==> config.mk <==
export PLATFORM = sky130hd
export DESIGN_NAME = adc_scan_ctrl
export DESIGN_NICKNAME = d
export VERILOG_FILES = /design/src/rtl/adc_scan_ctrl.sv
export SDC_FILE = /design/constraint.sdc
export NUM_CORES = 1
export LEC_CHECK = 0
export CAP_MARGIN = 20
export CORE_MARGIN = 3
export CORE_UTILIZATION = 52
export CTS_BUF_LIST = sky130_fd_sc_hd__clkbuf_16
export DETAILED_ROUTE_END_ITERATION = 10
export PLACE_DENSITY = 0.79
export SYNTH_ARGS = -nofsm -noshare
export SYNTH_HDL_FRONTEND = slang
export SYNTH_SLANG_ARGS = --single-unit
export TNS_END_PERCENT = 50
==> constraint.sdc <==
create_clock -name clk -period 2.57 [get_ports clk]
set_input_delay 0.514 -clock clk [delete_from_list [all_inputs] [get_ports clk]]
set_output_delay 0.514 -clock clk [all_outputs]
set_load 0.02 [all_outputs]
==> src/rtl/adc_scan_ctrl.sv <==
// adc_scan_ctrl
// Free-running round-robin scan controller for an LTC2308 8-channel 12-bit
// SPI ADC. Each frame pulses CONVST, waits out the conversion, then shifts
// 12 SCK periods. The frame reads back the previous conversion and sends the
// config for the next one. Because the ADC applies a config one frame late,
// cur_ch (being read) and next_ch (being configured) run one step apart. The
// first frame after reset is discarded because the ADC config is unknown.
module adc_scan_ctrl #(
  parameter int NUM_CH        = 8,
  parameter int SCK_DIV       = 2,
  parameter int CONVST_CYCLES = 2,
  parameter int CONV_CYCLES   = 80
) (
  input  logic                 clk,
  input  logic                 reset_n,
  input  logic                 en,
  input  logic                 ADC_SDO,
  output logic                 ADC_CONVST,
  output logic                 ADC_SCK,
  output logic                 ADC_SDI,
  output logic [NUM_CH*12-1:0] ch_data,
  output logic [NUM_CH-1:0]    ch_valid,
  output logic                 sample_stb,
  output logic [2:0]           sample_ch,
  output logic                 busy
);

  typedef enum logic [2:0] {
    S_IDLE,
    S_CONVST,
    S_CONV_WAIT,
    S_SHIFT,
    S_STORE
  } state_t;

  localparam logic [15:0] CONVST_LAST = 16'(CONVST_CYCLES - 1);
  localparam logic [15:0] CONV_LAST   = 16'(CONV_CYCLES - 1);
  localparam logic [15:0] SCK_RISE    = 16'(SCK_DIV - 1);
  localparam logic [15:0] PERIOD_LAST = 16'(2 * SCK_DIV - 1);
  localparam logic [3:0]  LAST_BIT    = 4'd11;
  localparam logic [2:0]  LAST_CH     = 3'(NUM_CH - 1);
  localparam logic [2:0]  NEXT_CH_RST = (NUM_CH > 1) ? 3'd1 : 3'd0;

  state_t      state;
  logic [15:0] cnt;
  logic [3:0]  bit_idx;
  logic [11:0] shift_q;
  logic [2:0]  cur_ch;
  logic [2:0]  next_ch;
  logic        primed;

  // LTC2308 config word, MSB first: {S/D, O/S, S1, S0, UNI, SLP}.
  // Single-ended unipolar, channel address scrambled as the ADC expects.
  function automatic logic [5:0] cfg_word(input logic [2:0] c);
    cfg_word = {1'b1, c[0], c[2], c[1], 1'b1, 1'b0};
  endfunction

  // SDI level for bit period idx: config in periods 0..5, zero afterwards.
  function automatic logic sdi_bit(input logic [5:0] cfg, input logic [3:0] idx);
    sdi_bit = (idx < 4'd6) ? cfg[3'd5 - idx[2:0]] : 1'b0;
  endfunction

  function automatic logic [2:0] ch_advance(input logic [2:0] c);
    ch_advance = (c == LAST_CH) ? 3'd0 : c + 3'd1;
  endfunction

  // Frame sequencer: state, pin drive, shift capture and result store.
  // NOTE: every register here is assigned with <= so all of them update
  // together from pre-edge values; a blocking = would leak new values
  // into later statements of the same edge.
  always_ff @(posedge clk or negedge reset_n) begin
    if (!reset_n) begin
      state      <= S_IDLE;
      cnt        <= '0;
      bit_idx    <= '0;
      shift_q    <= '0;
      cur_ch     <= 3'd0;
      next_ch    <= NEXT_CH_RST;
      primed     <= 1'b0;
      ADC_CONVST <= 1'b0;
      ADC_SCK    <= 1'b0;
      ADC_SDI    <= 1'b0;
      // NOTE: the result bank is reset even though it acts like a small
      // memory, because the CPU can read it before any channel is stored.
      ch_data    <= '0;
      ch_valid   <= '0;
      sample_stb <= 1'b0;
      sample_ch  <= 3'd0;
      busy       <= 1'b0;
    end else begin
      sample_stb <= 1'b0;
      case (state)
        S_IDLE: begin
          if (en) begin
            state      <= S_CONVST;
            ADC_CONVST <= 1'b1;
            busy       <= 1'b1;
            cnt        <= '0;
          end
        end

        S_CONVST: begin
          if (cnt == CONVST_LAST) begin
            state      <= S_CONV_WAIT;
            ADC_CONVST <= 1'b0;
            cnt        <= '0;
          end else begin
            cnt <= cnt + 16'd1;
          end
        end

        S_CONV_WAIT: begin
          if (cnt == CONV_LAST) begin
            state   <= S_SHIFT;
            cnt     <= '0;
            bit_idx <= '0;
            ADC_SDI <= sdi_bit(cfg_word(next_ch), 4'd0);
          end else begin
            cnt <= cnt + 16'd1;
          end
        end

        S_SHIFT: begin
          // Rising SCK edge: the ADC has held SDO stable since the last fall.
          if (cnt == SCK_RISE) begin
            ADC_SCK <= 1'b1;
            shift_q <= {shift_q[10:0], ADC_SDO};
          end
          if (cnt == PERIOD_LAST) begin
            ADC_SCK <= 1'b0;
            cnt     <= '0;
            if (bit_idx == LAST_BIT) begin
              state   <= S_STORE;
              ADC_SDI <= 1'b0;
            end else begin
              bit_idx <= bit_idx + 4'd1;
              ADC_SDI <= sdi_bit(cfg_word(next_ch), bit_idx + 4'd1);
            end
          end else begin
            cnt <= cnt + 16'd1;
          end
        end

        S_STORE: begin
          if (primed) begin
            for (int i = 0; i < NUM_CH; i++) begin
              if (cur_ch == 3'(i)) begin
                ch_data[12*i +: 12] <= shift_q;
                ch_valid[i]         <= 1'b1;
              end
            end
            sample_stb <= 1'b1;
            sample_ch  <= cur_ch;
          end
          primed  <= 1'b1;
          cur_ch  <= next_ch;
          next_ch <= ch_advance(next_ch);
          if (en) begin
            state      <= S_CONVST;
            ADC_CONVST <= 1'b1;
            cnt        <= '0;
          end else begin
            state <= S_IDLE;
            busy  <= 1'b0;
          end
        end

        default: begin
          state <= S_IDLE;
          busy  <= 1'b0;
        end
      endcase
    end
  end

endmodule

# After elaboration in Yosys (flattened, before gate mapping)
# Index checks and enable logic that the tools add are counted.
[totals] word_cells=118 inputBits=4 ff_bits=154
[classes] reduce_logical=25 mux=33 n_eq_ne=24 magnitude_cmp=2 n_bitwise=1 addsub=4
[ops] cell="16-bit two-way mux" count=4
[ops] cell="16-bit one-hot mux with 4 select lines" count=1
[ops] cell="3-bit AND reduction" count=11
[ops] cell="3-bit equality test (second input constant)" count=6
[ops] cell="3-bit two-way mux" count=6
[ops] cell="16-bit by 1-bit adder with 16-bit output (second input constant)" count=1
[ops] cell="16-bit by 1-bit equality test with 1-bit output (second input constant)" count=1
[ops] cell="16-bit by 2-bit equality test with 1-bit output (second input constant)" count=1
[ops] cell="16-bit by 7-bit equality test with 1-bit output (second input constant)" count=1
[ops] cell="3-bit one-hot mux with 5 select lines" count=1
[ops] cell="2-bit inequality test (second input constant)" count=7
[ops] cell="1-bit two-way mux" count=13
[ops] cell="3-bit by 2-bit equality test with 1-bit output (second input constant)" count=4
[ops] cell="4-bit two-way mux" count=3
[ops] cell="4-bit one-hot mux with 2 select lines" count=1
[ops] cell="2-bit AND reduction" count=4
[ops] cell="3-bit by 1-bit equality test with 1-bit output (second input constant)" count=2
[ops] cell="3-bit zero test" count=2
[ops] cell="2-bit nonzero test" count=3
[ops] cell="5-bit AND reduction" count=1
[ops] cell="4-bit by 1-bit adder with 4-bit output (second input constant)" count=1
[ops] cell="4-bit equality test (second input constant)" count=1
[ops] cell="3-bit by 4-bit less-than comparator with 1-bit output (second input constant)" count=1
[ops] cell="4-bit by 3-bit less-than comparator with 1-bit output (second input constant)" count=1
[ops] cell="other kinds (11)" count=12

# Longest topological paths before layout
[depth] word_depth=8 depth_mapped=8 mapped_depth_nobuf=7

# Worst setup path before layout
# OpenSTA, ideal clock, no wires.
[synth_path] path_kind="register to register" startpoint="register state[1]" endpoint="register ch_data[26]" synth_period_minus_slack_ns=1.906 setup_slack_ns=0.664 setup_time_ns=0.128 stages_incl_launch_ff=9 required_time_ns=2.442 arrival_ns=1.778 path_buffers=2 path_cell_list="dfrtp_1 -> buf_2 -> nor2_4 -> nand3_4 -> inv_2 -> nand2_2 -> nor3b_4 -> buf_4 -> mux2_1"
[synth_via] elab_chain_len=2
[synth_rtl] item="start, declared" line="44" text="state_t state;"
[synth_rtl] item="start signal, assigned" line="73" text="state <= S_IDLE;"
[synth_rtl] item="start signal, assigned" line="95" text="state <= S_CONVST;"
[synth_rtl] item="start signal, assigned" line="104" text="state <= S_CONV_WAIT;"
[synth_rtl] item="3-bit equality test" line="92" text="case (state)"
[synth_rtl] item="3-bit AND reduction (no source line)"
[synth_rtl] item="end signal, assigned by index" line="148" text="ch_data[12*i +: 12] <= shift_q;"
[synth_rtl] item="end, declared" line="21" text="output logic [NUM_CH*12-1:0] ch_data,"
# No other way between the ends.
# A chain may end at the register's enable or synchronous reset.

# Worst setup path in the final report
# Ends and elaborated chain as after synthesis.

==> results.tsv <==
stage	metric	value	unit
clock_network	root_buffer	clkbuf_16	
logic_synthesis	synth_top_family_by_area	multiplexers	
placed_design	hpwl	10.0	mm
logic_synthesis	seq_area_frac_synth	0.597	
timing	finalClockSkew	0.00547	ns
worst_setup_path	worstPathArrival	2.52	ns
global_route	antenna_found_initial	0	
timing	max_slew_margin	0.563	
clock_network	clock_latency	0.42	ns
logic_synthesis	synth.cell_area	6460	µm²
logic_synthesis	synth.area.top_cells	dfrtp_1 (59%), mux2_2 (11%), mux2_1 (9.4%)	
logic_synthesis	yosys.area_share.simple	0.103	
cells_and_area	drive_above_1_share	0.212	
job	max_cap_viol_count	0	
worst_setup_path	required	2.86	ns
placed_design	postPlaceCellArea	7850	µm²
worst_setup_path	r2r-end	ch_data[26]$_DFFE_PN0P_	
logic_synthesis	syn_nets	491	
timing	min_period	2.23	ns
clock_network	clkSinkCount	154	
logic_synthesis	synth-xor-area-share	0.00136	
floorplan	coreArea	12100	µm²
timing	rsz0062_at_grt	false	
clock_network	cts_buffer_depth	2	
floorplan	die-height	117	µm
power_and_ir_drop	internal-power	4.14	mW
detailed_routing	drc	0	
logic_synthesis	syn_area_per_cell	13.4	µm²
floorplan	die_w	117	µm
worst_setup_path	rr_startpoint	state[1]$_DFFE_PN0P_	
power_and_ir_drop	power_per_cell_area	607	nW/µm²
clock_network	cts_tree	done	
detailed_routing	vias	4339	
worst_setup_path	r2r_cells	7	
cells_and_area	area_delta_synth_final	31.2	%
logic_synthesis	synth_compound_area_frac	0.0583	
global_route	grt_pass1_wl	24.2	mm
power_and_ir_drop	comb_power_share	0.012	
power_and_ir_drop	p_leak	4.04	nW
detailed_routing	routedWlPerCell	18.4	µm
logic_synthesis	muxShareOfSynthArea	0.202	
power_and_ir_drop	pwr-share-seq	0.471	
clock_network	cts_hold_buf	0	
power_and_ir_drop	p_switching	1.00	mW
global_route	first_global_vias	4556	
logic_synthesis	synth_area_leader_cell	dfrtp_1	
cells_and_area	finalInstanceArea	8480	µm²
cells_and_area	final_nets	614	
floorplan	io_pins	116	
clock_network	htreeDepth	4	
detailed_routing	wirelength	14.5	mm
clock_network	post_cts_buffers	0	
floorplan	rows	40	
worst_setup_path	start_kind	flip-flop	
detailed_routing	via_per_inst	5.53	
timing	finalSetupTns	0	ns
power_and_ir_drop	vdd_drop_max	0.322	mV
clock_network	numCtsBuffers	17	
floorplan	die_area	13800	µm²
worst_setup_path	crit_type	flip-flop to flip-flop	
clock_network	cts.clk_slew.worst_paths	0.06	ns
timing	report.final.setup_viol	0	
logic_synthesis	ys_async_sr_fraction	1.00	
logic_synthesis	synth_top_area_share	0.593	
worst_setup_path	critical_path.max_fanout	11	
placed_design	gp_congestion	0.871	
floorplan	initial_core_util	0.536	
status	status	finished, final reports clean	
timing	drv_slew	0	
hold_path	hp-class	input pin to async pin	
detailed_routing	antenna_left	0	
power_and_ir_drop	sw_frac_of_total	0.195	
logic_synthesis	synthAdderAreaFrac	0.00968	
logic_synthesis	synth_edf_count	0	
logic_synthesis	yosys_warnings	0	
cells_and_area	antenna_cells	0	
detailed_routing	firstDrtPassIters	4	
placed_design	port_buffers	115	
power_and_ir_drop	pwr-share-clk	0.517	
worst_setup_path	worst-r2r-setup-slack	0.34	ns
detailed_routing	initialDrtViolationCount	277	
global_route	grt_start_max_net_pins	66	
clock_network	cts_resized	0	
logic_synthesis	synth.distinct_cells	60	
worst_setup_path	crit_path_end_kind	flip-flop	
cells_and_area	nFillCells	846	
logic_synthesis	synthCells	482	
timing	post-route-period-util	0.867	
global_route	grtUsageTotal	0.220	
logic_synthesis	synth-seq-cells	154	
timing	worst_slew_pin_slew	0.654	ns
global_route	grt_overflow	0	
timing	max_freq	449	MHz
timing	hold_viol	0	
logic_synthesis	synth_ff_type	dfrtp_1	
sequential cells by signal (all words and copies together), names as in the netlist:
| signal | flops |
|---|---|
| ADC_CONVST | 1 |
| ADC_SCK | 1 |
| ADC_SDI | 1 |
| bit_idx | 4 |
| busy | 1 |
| ch_data | 96 |
| ch_valid | 8 |
| cnt | 16 |
| cur_ch | 3 |
| next_ch | 3 |
| primed | 1 |
| sample_ch | 3 |
| sample_stb | 1 |
| shift_q | 12 |
| state | 3 |
cell families after synthesis:
kind of cell | after synthesis
flops | 154
mux | 116
fa+ha+maj | 5
simple gates | 116
buf+inv | 38
xor+xnor | 1
compound gates | 52
per-layer routing:
layer	share of wire	GRT usage	vias to the layer above
li1	-	-	1981
met5	0	0	-
met1	0.45	0.300	2191
met2	0.48	0.348	146
met4	0.015	0.0755	0
met3	0.051	0.0557	21
power groups by stage:
stage	registers (mW)	clock network (mW)	logic [mW]
finish	2.43	2.66	0.0602
floorplan	2.47	0	0.000557
detailed placement	2.47	0	0.0639
global placement	2.47	0	0.0614
global route	2.42	2.80	0.0711
CTS	2.42	2.71	0.0642
worst max-delay path: stages (launching register included):
cell and delay, ns:
dfrtp_1 0.49, nor2_4 0.30, nand3_4 0.14, inv_2 0.10
nand2_2 0.13, nor3b_4 0.29, buf_4 0.29, mux2_1 0.36
cells in the final DEF, fill, tap and decap left out, types with 2 or more instances in the layout:
master,n
nand2_1,26
o21ai_1,2
or2_2,4
and2_1,2
a22o_1,5
or3_1,2
inv_1,9
a31o_2,2
nand3b_1,4
nand4b_1,2
nand2b_1,10
nor4_1,4
and3_1,3
nor2_1,14
clkdlybuf4s50_1,114
bufinv_16,5
nor2_2,3
nor3b_4,2
clkinvlp_4,2
dfrtp_1,153
o21ai_0,11
ha_1,5
buf_4,15
clkbuf_16,17
clkinv_4,2
buf_12,3
nand4_1,4
nor3_1,8
clkinv_2,3
a211o_1,2
a31oi_1,3
o311ai_1,5
nand3_1,16
a21oi_1,5
mux2_2,61
or4_1,4
mux2_1,54
a21o_1,4
through the flow:
step	std cells	power (mW)	hold slack, ns	utilization	setup slack (ns)
floorplan	482	2.47	0.218	-	0.664
global placement	754	2.53	0.450	0.650	0.268
detailed placement	754	2.53	0.456	0.650	0.119
CTS	785	5.19	0.102	0.703	0.341
global route	785	5.29	0.120	0.703	0.241
finish	785	5.15	0.0886	0.703	0.341
synthesized netlist by cell type, types with 8 or more instances:
library cell,count
dfrtp_1,153
mux2_2,61
mux2_1,54
nand2_1,26
nand3_1,16
nor2_1,14
buf_1,13
o21ai_0,11
nand2b_1,10
buf_2,9
inv_1,8
nor3_1,8
worst max path at each step:
stage | start | end | slack (ns) | depth (start not counted)
after floorplan | state[1]$_DFFE_PN0P_ | ch_data[26]$_DFFE_PN0P_ | 0.66 | 8
after global placement | en | cnt[14]$_DFFE_PN0P_ | 0.27 | 6
after detailed placement | en | cnt[4]$_DFFE_PN0P_ | 0.12 | 7
after CTS | state[1]$_DFFE_PN0P_ | ch_data[26]$_DFFE_PN0P_ | 0.34 | 7
after global routing | cnt[0]$_DFFE_PN0P_ | cnt[14]$_DFFE_PN0P_ | 0.24 | 6
final | state[1]$_DFFE_PN0P_ | ch_data[26]$_DFFE_PN0P_ | 0.34 | 7
cell type report:
cell class | instances | area [µm²] | area share
inverter | 9 | 33.8 | 0.00399
sequential | 154 | 3850 | 0.455
timing repair buffer | 133 | 1330 | 0.156
clock inverter | 14 | 205 | 0.0242
clock buffer | 17 | 425 | 0.0502
tap | 168 | 210 | 0.0248
multi-input combinational | 290 | 2420 | 0.286
(Power assumes the default switching activity.)
